[src/rtl/des_pkg.sv]
// rtl/des_pkg.sv - DES key-schedule constants, tables, state enum and helpers
//
// Holds the PC-1 / PC-2 selection tables, the per-round shift table and the
// widths shared by the key-schedule RTL. Table entries use DES bit numbering
// (bit 1 = MSB of the vector).
package des_pkg;

  localparam int KEY_WIDTH    = 64;
  localparam int SUBKEY_WIDTH = 48;
  localparam int HALF_WIDTH   = 28;
  localparam int ROUNDS       = 16;

  typedef enum logic {
    IDLE = 1'b0,
    RUN  = 1'b1
  } state_e;

  localparam int PC1 [56] = '{
    57, 49, 41, 33, 25, 17,  9,  1, 58, 50, 42, 34, 26, 18,
    10,  2, 59, 51, 43, 35, 27, 19, 11,  3, 60, 52, 44, 36,
    63, 55, 47, 39, 31, 23, 15,  7, 62, 54, 46, 38, 30, 22,
    14,  6, 61, 53, 45, 37, 29, 21, 13,  5, 28, 20, 12,  4
  };

  localparam int PC2 [48] = '{
    14, 17, 11, 24,  1,  5,  3, 28, 15,  6, 21, 10,
    23, 19, 12,  4, 26,  8, 16,  7, 27, 20, 13,  2,
    41, 52, 31, 37, 47, 55, 30, 40, 51, 45, 33, 48,
    44, 49, 39, 56, 34, 53, 46, 42, 50, 36, 29, 32
  };

  localparam logic [1:0] SHIFT [16] = '{
    2'd1, 2'd1, 2'd2, 2'd2, 2'd2, 2'd2, 2'd2, 2'd2,
    2'd1, 2'd2, 2'd2, 2'd2, 2'd2, 2'd2, 2'd2, 2'd1
  };

  // 64-bit key (DES bit 1 = key[63]) -> 56-bit {C,D}; parity bits are dropped.
  function automatic logic [55:0] pc1_select(input logic [KEY_WIDTH-1:0] key);
    logic [55:0] r;
    r = '0;
    for (int i = 0; i < 56; i++) begin
      r[55-i] = key[KEY_WIDTH - PC1[i]];
    end
    return r;
  endfunction

  function automatic logic [1:0] shift_of(input logic [3:0] idx);
    return SHIFT[idx];
  endfunction

  // Shift amounts are only ever 1 or 2.
  function automatic logic [HALF_WIDTH-1:0] rotl28(input logic [HALF_WIDTH-1:0] x,
                                                   input logic [1:0] amt);
    return (amt == 2'd2) ? {x[25:0], x[27:26]} : {x[26:0], x[27]};
  endfunction

  function automatic logic [HALF_WIDTH-1:0] rotr28(input logic [HALF_WIDTH-1:0] x,
                                                   input logic [1:0] amt);
    return (amt == 2'd2) ? {x[1:0], x[27:2]} : {x[0], x[27:1]};
  endfunction

endpackage

[src/rtl/des_key_schedule_if.sv]
// rtl/des_key_schedule_if.sv - key load / subkey handshake bundle
//
// master: key source and subkey consumer (drives key_in, key_valid, decrypt,
//         round_adv).
// slave : the key schedule (drives key_ready, subkey, subkey_valid,
//         round_idx, done, parity_err).
interface des_key_schedule_if;
  import des_pkg::*;

  logic [KEY_WIDTH-1:0]    key_in;
  logic                    key_valid;
  logic                    key_ready;
  logic                    decrypt;
  logic [SUBKEY_WIDTH-1:0] subkey;
  logic                    subkey_valid;
  logic [3:0]              round_idx;
  logic                    round_adv;
  logic                    done;
  logic                    parity_err;

  modport master (
    output key_in, key_valid, decrypt, round_adv,
    input  key_ready, subkey, subkey_valid, round_idx, done, parity_err
  );

  modport slave (
    input  key_in, key_valid, decrypt, round_adv,
    output key_ready, subkey, subkey_valid, round_idx, done, parity_err
  );

endinterface

[src/rtl/des_key_pc2.sv]
// rtl/des_key_pc2.sv - combinational DES PC-2 selection (56 -> 48)
//
// Ports:
//   cd_in      : {C,D}, DES bit 1 = cd_in[55]
//   subkey_out : round key, DES bit 1 = subkey_out[47]
module des_key_pc2
  import des_pkg::*;
(
  input  logic [55:0]             cd_in,
  output logic [SUBKEY_WIDTH-1:0] subkey_out
);

  always_comb begin
    subkey_out = '0;
    for (int i = 0; i < SUBKEY_WIDTH; i++) begin
      subkey_out[SUBKEY_WIDTH-1-i] = cd_in[56 - PC2[i]];
    end
  end

  // DES bits 9,18,22,25,35,38,43,54 of {C,D} never reach a subkey.
  logic unused_dropped;
  assign unused_dropped = ^{cd_in[47], cd_in[38], cd_in[34], cd_in[31],
                            cd_in[21], cd_in[18], cd_in[13], cd_in[2]};

endmodule

[src/rtl/des_key_schedule.sv]
// rtl/des_key_schedule.sv - iterative DES round-key generator
//
// Accepts a 64-bit key plus direction over key_valid/key_ready and steps the
// 16 key-schedule rounds one per round_adv, presenting PC-2(C,D) as subkey
// (K1..K16 for encrypt, K16..K1 for decrypt). done pulses the cycle after
// the last subkey is consumed.
//
// Ports:
//   clk : rising-edge clock
//   rst : synchronous active-high reset
//   kif : des_key_schedule_if.slave (key_in, key_valid, key_ready, decrypt,
//         subkey, subkey_valid, round_idx, round_adv, done, parity_err)
//
// Build option: DES_KEY_SCHED_PARITY_EN enables odd-parity checking of each
// key byte at load; otherwise parity_err is tied 0.
module des_key_schedule
  import des_pkg::*;
(
  input  logic               clk,
  input  logic               rst,
  des_key_schedule_if.slave  kif
);

  localparam logic [3:0] LAST_ROUND = 4'(ROUNDS - 1);

  state_e                  state_q, state_d;
  logic [HALF_WIDTH-1:0]   c_q, c_d;
  logic [HALF_WIDTH-1:0]   d_q, d_d;
  logic [3:0]              round_q, round_d;
  logic                    mode_q, mode_d;
  logic                    key_ready_q, key_ready_d;
  logic                    subkey_valid_q, subkey_valid_d;
  logic                    done_q, done_d;
  logic [55:0]             pc1_key;
  logic [1:0]              adv_shift;
  logic [SUBKEY_WIDTH-1:0] subkey_w;

  assign pc1_key = pc1_select(kif.key_in);

  // Encrypt moves C,D forward to the next round's rotation; decrypt undoes
  // the rotation that produced the current round (C16 = C0, so it starts
  // unrotated).
  assign adv_shift = mode_q ? shift_of(LAST_ROUND - round_q)
                            : shift_of(round_q + 4'd1);

`ifdef DES_KEY_SCHED_PARITY_EN
  logic parity_err_q, parity_err_d;
  logic parity_bad;

  always_comb begin
    parity_bad = 1'b0;
    for (int b = 0; b < 8; b++) begin
      parity_bad = parity_bad | ~(^kif.key_in[8*b +: 8]);
    end
  end

  assign kif.parity_err = parity_err_q;
`else
  // Parity bits are not used by PC-1 when the check is not built.
  logic unused_parity_bits;
  assign unused_parity_bits = ^{kif.key_in[56], kif.key_in[48], kif.key_in[40],
                                kif.key_in[32], kif.key_in[24], kif.key_in[16],
                                kif.key_in[8],  kif.key_in[0]};

  assign kif.parity_err = 1'b0;
`endif

  always_comb begin
    state_d        = state_q;
    c_d            = c_q;
    d_d            = d_q;
    round_d        = round_q;
    mode_d         = mode_q;
    key_ready_d    = key_ready_q;
    subkey_valid_d = subkey_valid_q;
    done_d         = 1'b0;
`ifdef DES_KEY_SCHED_PARITY_EN
    parity_err_d   = parity_err_q;
`endif

    case (state_q)
      IDLE: begin
        if (kif.key_valid) begin
          state_d        = RUN;
          key_ready_d    = 1'b0;
          subkey_valid_d = 1'b1;
          mode_d         = kif.decrypt;
          round_d        = 4'd0;
          if (kif.decrypt) begin
            c_d = pc1_key[55:28];
            d_d = pc1_key[27:0];
          end else begin
            c_d = rotl28(pc1_key[55:28], SHIFT[0]);
            d_d = rotl28(pc1_key[27:0], SHIFT[0]);
          end
`ifdef DES_KEY_SCHED_PARITY_EN
          parity_err_d = parity_bad;
`endif
        end
      end

      RUN: begin
        if (kif.round_adv) begin
          if (round_q == LAST_ROUND) begin
            state_d        = IDLE;
            key_ready_d    = 1'b1;
            subkey_valid_d = 1'b0;
            done_d         = 1'b1;
            round_d        = 4'd0;
          end else begin
            if (mode_q) begin
              c_d = rotr28(c_q, adv_shift);
              d_d = rotr28(d_q, adv_shift);
            end else begin
              c_d = rotl28(c_q, adv_shift);
              d_d = rotl28(d_q, adv_shift);
            end
            round_d = round_q + 4'd1;
          end
        end
      end

      default: begin
        state_d = IDLE;
      end
    endcase
  end

  always_ff @(posedge clk) begin
    if (rst) begin
      state_q        <= IDLE;
      c_q            <= '0;
      d_q            <= '0;
      round_q        <= 4'd0;
      mode_q         <= 1'b0;
      key_ready_q    <= 1'b1;
      subkey_valid_q <= 1'b0;
      done_q         <= 1'b0;
`ifdef DES_KEY_SCHED_PARITY_EN
      parity_err_q   <= 1'b0;
`endif
    end else begin
      state_q        <= state_d;
      c_q            <= c_d;
      d_q            <= d_d;
      round_q        <= round_d;
      mode_q         <= mode_d;
      key_ready_q    <= key_ready_d;
      subkey_valid_q <= subkey_valid_d;
      done_q         <= done_d;
`ifdef DES_KEY_SCHED_PARITY_EN
      parity_err_q   <= parity_err_d;
`endif
    end
  end

  des_key_pc2 u_pc2 (
    .cd_in      ({c_q, d_q}),
    .subkey_out (subkey_w)
  );

  assign kif.subkey       = subkey_w;
  assign kif.subkey_valid = subkey_valid_q;
  assign kif.key_ready    = key_ready_q;
  assign kif.round_idx    = round_q;
  assign kif.done         = done_q;

endmodule
[src/flat_wrapper.sv]
// flat-port wrapper written by rule: the top's interface ports become plain ports
module des_key_schedule_flat import des_pkg::*;
  (clk, rst, kif_key_in, kif_key_valid, kif_decrypt, kif_round_adv, kif_key_ready, kif_subkey, kif_subkey_valid, kif_round_idx, kif_done, kif_parity_err);
  des_key_schedule_if kif_i ();
  input  logic clk;
  input  logic rst;
  input wire logic [$bits(kif_i.key_in)-1:0] kif_key_in;
  input wire logic [$bits(kif_i.key_valid)-1:0] kif_key_valid;
  input wire logic [$bits(kif_i.decrypt)-1:0] kif_decrypt;
  input wire logic [$bits(kif_i.round_adv)-1:0] kif_round_adv;
  output wire logic [$bits(kif_i.key_ready)-1:0] kif_key_ready;
  output wire logic [$bits(kif_i.subkey)-1:0] kif_subkey;
  output wire logic [$bits(kif_i.subkey_valid)-1:0] kif_subkey_valid;
  output wire logic [$bits(kif_i.round_idx)-1:0] kif_round_idx;
  output wire logic [$bits(kif_i.done)-1:0] kif_done;
  output wire logic [$bits(kif_i.parity_err)-1:0] kif_parity_err;
  assign kif_i.key_in = kif_key_in;
  assign kif_i.key_valid = kif_key_valid;
  assign kif_i.decrypt = kif_decrypt;
  assign kif_i.round_adv = kif_round_adv;
  assign kif_key_ready = kif_i.key_ready;
  assign kif_subkey = kif_i.subkey;
  assign kif_subkey_valid = kif_i.subkey_valid;
  assign kif_round_idx = kif_i.round_idx;
  assign kif_done = kif_i.done;
  assign kif_parity_err = kif_i.parity_err;
  des_key_schedule u_core (.clk(clk), .rst(rst), .kif(kif_i));
endmodule
[config.mk]
export PLATFORM = sky130hd
export DESIGN_NAME = des_key_schedule_flat
export DESIGN_NICKNAME = d
export VERILOG_FILES = /design/src/rtl/des_pkg.sv /design/src/rtl/des_key_schedule_if.sv /design/src/rtl/des_key_pc2.sv /design/src/rtl/des_key_schedule.sv /design/src/flat_wrapper.sv
export SDC_FILE = /design/constraint.sdc
export NUM_CORES = 1
export LEC_CHECK = 0
export CAP_MARGIN = 10
export CORE_MARGIN = 5
export CORE_UTILIZATION = 25
export DETAILED_ROUTE_END_ITERATION = 10
export PLACE_DENSITY = 0.51
export SLEW_MARGIN = 20
export SYNTH_ARGS = -nofsm -noshare
export SYNTH_HDL_FRONTEND = slang
export SYNTH_SLANG_ARGS = --single-unit
export TNS_END_PERCENT = 5
[constraint.sdc]
create_clock -name clk -period 6 [get_ports clk]
set_input_delay 1.2 -clock clk [delete_from_list [all_inputs] [get_ports clk]]
set_output_delay 1.2 -clock clk [all_outputs]
set_load 0.01 [all_outputs]
==> flow_summary.toml <==
[outcome]
status = "finished, final reports clean"

[min_path]
hp-class = "flop to flop"
min_path_cells = 2
hold_end = "u_core.kif.key_ready"
min_from = "u_core.kif.key_ready"

[synthesis]
yosysUniqueCellTypes = 43
yosysSeqAreaShare_pct = 21.4
synthTopCellsByCount = "nor2_1 (66), dfxtp_1 (65), nor3b_1 (57)"
synthesis.area_sq_um = 6090
synth_most_common_cell = "nor2_1"
synth-edff-count = 0
synth.net_count = 806
synth_largest_area_cell = "dfxtp_1"
synth_area_leaders = "dfxtp_1 (21%), mux2_2 (10%), nor3b_1 (7.0%)"
ys.flop_type = "dfxtp_1"
ys_ff_latch = 65
yosysWarnings = 0
synthArstFlopShare_pct = 0
synth.avg_cell_area_sq_um = 8.34
yosysTopAreaCellShare_pct = 21.4
synth_cells = 731

[clock_network]
clockBufferDepth = 2
cts_root_buf = "clkbuf_16"
cts_sinks = 65
cts_tree = "yes"
hold_buffers = 0
post_cts_buffers = 0
clkTransAtPathRegs_ps = 60
cts_made_buffers = 9
clock_latency_ps = 340
cts_resized = 0
cts_max_level = 3

[finish]
num-nets-final = 818
diodes = 0
drive_gt1_share_pct = 19.4
nFillCells = 2535
area_delta_synth_final_pct = 20.1

[place]
dpl.hpwl_mm = 12.8
gp_congestion = 0.773
numPortBuffers = 115

[sta]
slew_headroom_pct = 28.4
setup_tns_ps = 0
hold_ws_ps = 500
slew_violations = 0
rsz0062_at_grt = "false"
skew_ps = 6.12
fmax_mhz = 297
setup_viol = 0
period_needed_ps = 3370
worst_pin_slew_ps = 1070
post-route-period-util_pct = 56.1
hold_viol = 0

[power]
leakage_nw = 2.71
p_int_w = 0.00104
netSwitchingFraction_pct = 32.6
power.density_nw_per_um2 = 212
combPwrFrac_pct = 27.9
clkPwrFrac_pct = 35.9
p_seq_share_pct = 36.3
power.switching_w = 0.000505
irDropWorstVdd_mv = 0.127
finalPower_w = 0.00155

[global_routing]
antenna_found_initial = 0
grtUsageTotal_pct = 14.2
grt.overflow.total = 0
grt_pass1_vias = 5716
grt_first_pass_wirelength_mm = 32.6
grt_max_degree = 113

[route]
detail-route-antenna-nets = 0
drt-initial-drc-count = 316
wl_per_cell_microns = 18.7
drt_wl_total_mm = 20.0
drt-vias-per-instance = 5.34
dr.pass1.iters = 5
drcViolationCount = 0
via_count = 5728

[setup_path]
crit_arrival_ps = 3620
required_ps = 6250
reg2reg_to = "u_core.d_q[22]"
start_kind = "flop"
reg2reg_slack_ps = 2630
path_class = "flop to flop"
crit_fanout = 35
cp-end-kind = "flop"
r2r_cells = 7
timing.rr.start = "u_core.kif.round_idx[1]"

[die]
initial_core_util_pct = 25.2
ios = 125
die_h_microns = 166
dieArea_sq_um = 27600
rows = 57
die_w_microns = 166
fp.coreArea_sq_um = 24200

[run]
cap_viol_max_count = 0
## worst max path at each step
stage	start	to	slack [ps]	cells after the start
final	u_core.kif.round_idx[1]	u_core.d_q[22]	2630	7
after global routing	u_core.kif.round_idx[1]	u_core.c_q[14]	2370	7
after CTS	u_core.kif.round_idx[1]	u_core.d_q[22]	2590	7
after detailed placement	kif_round_adv	u_core.c_q[24]	2410	7
after global placement	kif_round_adv	u_core.c_q[25]	2430	7
after floorplan	kif_decrypt	u_core.c_q[24]	3380	5
## registers in the layout, indices dropped and copies added, names as in the netlist
name / flops
u_core.kif.round_idx: 4
u_core.d_q: 28
u_core.kif.done: 1
u_core.mode_q: 1
u_core.kif.key_ready: 1
u_core.c_q: 28
u_core.kif.subkey_valid: 1
u_core.state_q: 1
## cells by family (layout without fill, tap and decap cells)
kind of cell	Yosys count	count (layout)	share of synthesized area, %
flops	65	65	21.4
buf+inv	131	148	13.4
compound gates	256	256	30.9
mux	56	56	10.3
simple gates	214	214	22.3
xor+xnor	2	2	0.287
fa+ha+maj	6	6	1.23
other cells	1	1	0.0615
## placed cells by master (no fill, tap or decap), drive strengths merged
master | synthesis | routed
ha | 6 | 6
a31oi | 56 | 56
nand2b | 3 | 3
nor3 | 61 | 61
xnor2 | 1 | 1
mux2 | 56 | 56
nand2 | 5 | 5
a31o | 10 | 10
o221ai | 46 | 46
a211oi | 4 | 4
clkdlybuf4s50 | 0 | 113
o21ai | 18 | 18
conb | 1 | 1
xor2 | 1 | 1
clkinv | 0 | 1
nor3b | 57 | 57
a21o | 46 | 46
bufinv | 0 | 1
inv | 3 | 3
or2 | 1 | 1
a211o | 1 | 1
dfxtp | 65 | 65
clkbuf | 37 | 14
buf | 91 | 16
nor2b | 2 | 2
or3 | 1 | 1
and3 | 3 | 3
o21bai | 1 | 1
a21bo | 2 | 2
a21oi | 14 | 14
nand3 | 14 | 14
or4 | 1 | 1
nor2 | 66 | 66
a22oi | 1 | 1
o31ai | 56 | 56
o41ai | 1 | 1
## per-layer routing
| layer | vias to the layer above | GRT usage [%] | routed length (microns) |
|---|---|---|---|
| li1 | 2784 | - | - |
| met1 | 2730 | 19.7 | 9590 |
| met2 | 191 | 21.7 | 8860 |
| met3 | 23 | 2.74 | 1180 |
| met4 | 0 | 5.38 | 410 |
| met5 | - | 0 | 0 |
## metrics by stage
| stage | utilization, % | cell area, sq um | setup WS, ps | cells |
|---|---|---|---|---|
| after global placement | 28.9 | 6990 | 2430 | 1055 |
| after floorplan | - | 6090 | 3380 | 731 |
| after global routing | 30.3 | 7320 | 2370 | 1072 |
| after detailed placement | 28.9 | 6990 | 2410 | 1055 |
| final | 30.3 | 7320 | 2630 | 1072 |
| after CTS | 30.2 | 7290 | 2590 | 1071 |
## power groups by stage
stage	Combinational (W)	Clock [W]	Sequential [W]
6_report	0.000431	0.000556	0.000562
5_1_grt	0.000474	0.000590	0.000571
4_1_cts	0.000434	0.000573	0.000561
3_5_place_dp	0.000432	0	0.000571
3_3_place_gp	0.000430	0	0.000570
2_1_floorplan	0.000320	0	0.000537
## critical path: stages, from the launching register on
cell and delay [ps]:
dfxtp_1 540, ha_1 410, xor2_1 110, a211oi_1 470
or4_2 900, buf_4 510, nor3_1 90, o31ai_1 220
## layout make-up
cell class / instances / area (sq um) / area share, %
clock buffers: 14 / 274 / 3.74
well taps: 324 / 405 / 5.54
multi-input cells: 535 / 4030 / 55.0
repair buffers: 129 / 1260 / 17.3
flip-flops and latches: 65 / 1310 / 17.8
clock inverters: 2 / 35.0 / 0.479
inverters: 3 / 11.3 / 0.154
No activity file was read; power rests on OpenSTA's default activity.
==> variant 1: new RTL, config.mk and constraints unchanged <==
`SUBKEY_WIDTH`: 48 -> 40.
--- a/src/rtl/des_pkg.sv
+++ b/src/rtl/des_pkg.sv
@@ -6,7 +6,7 @@
 package des_pkg;
 
   localparam int KEY_WIDTH    = 64;
-  localparam int SUBKEY_WIDTH = 48;
+  localparam int SUBKEY_WIDTH = 40;
   localparam int HALF_WIDTH   = 28;
   localparam int ROUNDS       = 16;
 
Interface: changed (resized kif_subkey); port bits go from 125 to 117. The function was not compared with the original's and may differ.
==> variant 1 against the unedited design <==
Cell area is 1.6% lower. Count of clock-buffer cells in the layout shrank 1. Area after synthesis down 0.99%. Global-route usage grew 0.25 points. Critical path depth is the same. Power down 5.7%. Cell count fell by 1.3%. Wire length fell by 1.2%. Die area is 0.92% lower. Sequential cell count unchanged. Critical endpoint is now u_core.c_q[19]. Setup slack got worse by 0.066 ns.
==> variant 1: results (changes against the unedited design) <==
Status
  – Status: finished, final reports clean

Power and ir drop
  – Sw Ratio: 33.7% (+1.1 points)
  – Clock-net power: 0.482 mW (-13%)
  – Sequential group power: 0.558 mW (-0.7%)
  – VDD IR max: 0.0000993 V (-22%)
  – Leakage: 2.66 nW (-1.9%)

Logic synthesis
  – Register area share after synthesis: 21.6% (+0.21 points)
  – Synth area leaders: dfxtp_1 22%, mux2_2 10%, nor3b_1 7.1%
  – Synth cell count leaders: 66 x nor2_1, 65 x dfxtp_1, 57 x nor3b_1
  – Syn nets: 798 (-0.99%)
  – YS warnings: 0 (unchanged)
  – Top FF cell, synth: dfxtp_1

Setup path
  – Crit Path Max Fanout: 35 (unchanged)
  – R2R cell count: 7 (unchanged)
  – Flop2flop setup slack: 2.57 ns (-0.07 ns)
  – CP arrival: 3.67 ns (+0.05 ns)
  – FF-to-FF End: u_core.c_q[19]

Timing
  – Clock skew: 0.00890 ns (+0.00278 ns)
  – Max_slew headroom: 30.2% (+1.8 points)

Placed design
  – Placed Area: 6900 um2 (-1.3%)
  – Number of port buffers: 107 (-7.0%)
  – Gpl congestion: 0.721 (-6.6%)
  – Dpl hpwl: 12500 um (-2.1%)

Drt
  – WL met2: 8880 um (+0.16%)
  – Final WL: 19800 um (-1.2%)
  – DRT met1 WL: 9580 um (about the same)
  – Met3 wire length: 1090 um (-7.6%)
  – Vias per Instance: 5.32 (-0.36%)
  – DRT Pass-1 Iters: 5 (unchanged)
  – Iter 0 DRT Violations: 365 (+16%)

Global route
  – Total GRT Usage: 14.4% (+0.25 points)
  – Met3 Use GR: 2.76% (+0.018 points)
  – Met1 GRT Util: 20.4% (+0.79 points)
  – Met2 usage: 22.0% (+0.33 points)
  – Largest net degree at the start of global routing: 69 (-39%)
  – Vias in the first global route: 5468 (-4.3%)
  – First-pass GRT wire length: 31700 um (-3.0%)
  – Initial antenna violation count: 0 (unchanged)

Clocking
  – Total CTS buffers: 9 (unchanged)
  – Worst-path clk slew: 0.06 ns (about the same)
  – H-tree Lvls: 3 (unchanged)
  – Clock latency on the worst-skew pair: ~0.33 ns
  – Post CTS Setup Buffer Count: 0 (unchanged)
  – PostCTS Resize Cnt: 0 (unchanged)
  – Max Buffers Root-to-Sink: 2 (unchanged)

Final layout
  – Post-layout net count: 809 (-1.1%)
  – Layout cell share with drive strength beyond 1: 19.1% (-0.25 points)

Worst hold path
  – Worst Hold Depth: 2 (unchanged)
  – Worst Hold Endpoint: u_core.kif.subkey_valid
  – Hold_sp: u_core.kif.subkey_valid
variant 1: cell count changes after synthesis:
| cell | delta |
|---|---|
| buf_4 | -8 |
variant 1: worst max-delay path by stage:
stage | endpoint | slack (ns)
detailed placement | u_core.c_q[19] | 2.00
floorplan | u_core.c_q[24] | 3.38
global placement | u_core.c_q[20] | 2.02
global route | u_core.c_q[8] | 2.28
finish | u_core.c_q[19] | 2.57
CTS | u_core.c_q[19] | 2.35
variant 1: kinds of logic after synthesis:
logic type / share of synthesized area [%]
other cells: 0.0621
buf+inv: 12.6
mux: 10.4
xor+xnor: 0.290
fa+ha+maj: 1.24
simple gates: 22.6
flops: 21.6
compound gates: 31.2
variant 1: critical path, stage by stage (launching register included):
cell	delay [ns]
dfxtp_1	0.56
ha_1	0.44
o21ai_0	0.16
a211oi_1	0.42
or4_2	0.91
buf_4	0.51
nor3_2	0.06
o31ai_1	0.23
variant 1: final cells by class:
| type | instances | area, um2 |
|---|---|---|
| fillers | 2517 | 16400 |
| multi-input cells | 535 | 4030 |
| flip-flops and latches | 65 | 1310 |
| repair buffers | 120 | 1200 |
| well taps | 319 | 399 |
| clock buffers | 13 | 250 |
| inverters | 3 | 11.3 |
| clock inverters | 1 | 5.00 |
| diodes | 2 | 5.00 |
variant 1: per-stage QoR:
step	hold WS (ns)	power (mW)	setup slack, ns	instances
4_1_cts	0.505	1.48	2.35	1054
6_report	0.503	1.46	2.57	1058
3_3_place_gp	0.476	0.986	2.02	1040
3_5_place_dp	0.493	0.988	2.00	1040
2_1_floorplan	0.526	0.846	3.38	723
5_1_grt	0.513	1.55	2.28	1056
==> variant 2: new RTL, same flow settings <==
Made on the original files. Take the reset off `d_q` and load it in a clocked block of its own.
--- a/src/rtl/des_key_schedule.sv
+++ b/src/rtl/des_key_schedule.sv
@@ -130,7 +130,6 @@
     if (rst) begin
       state_q        <= IDLE;
       c_q            <= '0;
-      d_q            <= '0;
       round_q        <= 4'd0;
       mode_q         <= 1'b0;
       key_ready_q    <= 1'b1;
@@ -142,7 +141,6 @@
     end else begin
       state_q        <= state_d;
       c_q            <= c_d;
-      d_q            <= d_d;
       round_q        <= round_d;
       mode_q         <= mode_d;
       key_ready_q    <= key_ready_d;
@@ -152,6 +150,10 @@
       parity_err_q   <= parity_err_d;
 `endif
     end
+  end
+
+  always_ff @(posedge clk) begin
+    d_q <= d_d;
   end
 
   des_key_pc2 u_pc2 (
Formal check against the unedited RTL: not equivalent (Yosys sat finds a counterexample within 4 cycles, from zero or initial values and one cycle with rst high).
==> variant 2 against the unedited design <==
Wire length down 8.4%. Sequential cell count did not move. Cell count unchanged. Area after synthesis down 2.5%. Clock skew is 0.0015 ns lower. Power down 4.4%. Critical path depth fell by 1. Combinational power fell by 4%. Maximum frequency increased by 4.8%. Setup slack better by 0.15 ns. Count of clock-buffer cells in the layout is 2 lower. Cell area decreased by 0.75%.
==> variant 2: results (changes against the unedited design) <==
Status
  – Status: finished, final reports clean

Placed design
  – Place WS: 2.40 ns (-0.0189 ns)
  – Gpl congestion: 0.745 (-3.6%)
  – Dpl hpwl: 12000 um (-6.3%)

Timing
  – Clock skew: 0.00460 ns (-0.00152 ns)
  – Slew @ Worst Pin: 0.968 ns (-0.105 ns)

Setup path
  – CP delay by family, top: buffers and inverters
  – R2R cell count: 8 (+1)
  – CP arrival: 3.21 ns (-0.41 ns)

Final layout
  – Layout cell share with drive strength beyond 1: 9.30% (-10 points)
  – Post-layout net count: 823 (+0.61%)

Drt
  – Iter 0 DRT Violations: 280 (-11%)
  – Vias: 5394 (-5.8%)

Logic synthesis
  – Synth cell types: 37 (-14%)
  – Synth Area in Compound Gates: 21.7% (-9.2 points)
  – Synth cell count leaders: 82 x mux2i_1, 59 x nand2_1, 58 x nand2b_1
  – Mux contribution to synthesized area: 19.5% (+9.2 points)
  – Register area share after synthesis: 26.6% (+5.3 points)
  – Synth area leaders: edfxtp_1 14%, mux2i_1 14%, dfxtp_1 12%
  – XOR/XNOR Fraction of Synth Area: 0.295% (+0.0074 points)
  – Post-synth EDFFs: 28 (+28)
  – Post-Synthesis Cell Area: 5940 um2 (-2.5%)

Power and ir drop
  – VDD IR max: 0.000108 V (-15%)
  – Leakage: 2.85 nW (+5.3%)

Global route
  – Vias in the first global route: 5327 (-6.8%)
  – Largest net degree at the start of global routing: 87 (-23%)
  – First-pass GRT wire length: 29200 um (-10%)
## variant 2: cell types whose count changed after synthesis, moves of 44 or more
cell / delta
o221ai_1: -46
nor3b_1: -54
a21o_1: -44
mux2i_1: +82
nand2_1: +54
nand2b_1: +55
## variant 2: layout make-up
| type | instances | area share [%] |
|---|---|---|
| timing repair buffer | 128 | 17.1 |
| tap | 319 | 5.50 |
| multi-input combinational | 536 | 51.5 |
| clock inverter | 4 | 0.276 |
| inverter | 8 | 0.413 |
| clock buffer | 12 | 3.39 |
| sequential | 65 | 21.8 |
## variant 2: final timing paths
| path | start | to | slack [ns] |
|---|---|---|---|
| worst max-delay path | kif_key_valid | u_core.d_q[17] | 2.79 |
| worst min-delay path | u_core.kif.subkey_valid | u_core.kif.subkey_valid | 0.51 |
| worst max register to register | u_core.kif.round_idx[1] | u_core.d_q[3] | 2.91 |
| worst min register to register | u_core.kif.subkey_valid | u_core.kif.subkey_valid | 0.51 |
## variant 2: worst register-to-register path, cell delays in order (launching register included)
cell	delay, ns
dfxtp_1	0.56
ha_1	0.37
or3b_1	0.39
a32oi_2	0.22
buf_4	0.35
o31ai_4	0.14
buf_4	0.27
a221oi_1	0.38
o31ai_1	0.13
## variant 2: logic make-up (layout without fill, tap and decap cells)
group | Yosys count | in the layout
simple gates | 230 | 230
fa+ha+maj | 6 | 6
xor+xnor | 2 | 2
buf+inv | 121 | 152
flops | 65 | 65
other cells | 1 | 1
compound gates | 185 | 185
mux | 112 | 112
## variant 2: report_power, final
group	total, mW	switching (mW)	leakage (nW)	internal (mW)
clock	0.498	0.209	0.136	0.288
sequential	0.569	0.0539	0.579	0.515
combinational	0.415	0.208	2.14	0.207
## variant 2: stage by stage
stage / power, mW / instances / util [%] / cell area (um2)
2_1_floorplan: 0.845 / 722 / - / 5940
3_3_place_gp: 0.995 / 1056 / 29.8 / 7000
3_5_place_dp: 0.995 / 1056 / 29.8 / 7000
4_1_cts: 1.50 / 1072 / 30.9 / 7260
5_1_grt: 1.56 / 1072 / 30.9 / 7260
6_report: 1.48 / 1072 / 30.9 / 7260
## variant 2: per-layer routing
metal / up-vias / part of all wire, % / global-route usage [%]
li1: 2644 / - / -
met5: - / 0 / 0
met4: 0 / 1.4 / 3.93
met3: 17 / 6.4 / 3.36
met1: 2586 / 48 / 18.3
met2: 147 / 44 / 20.9
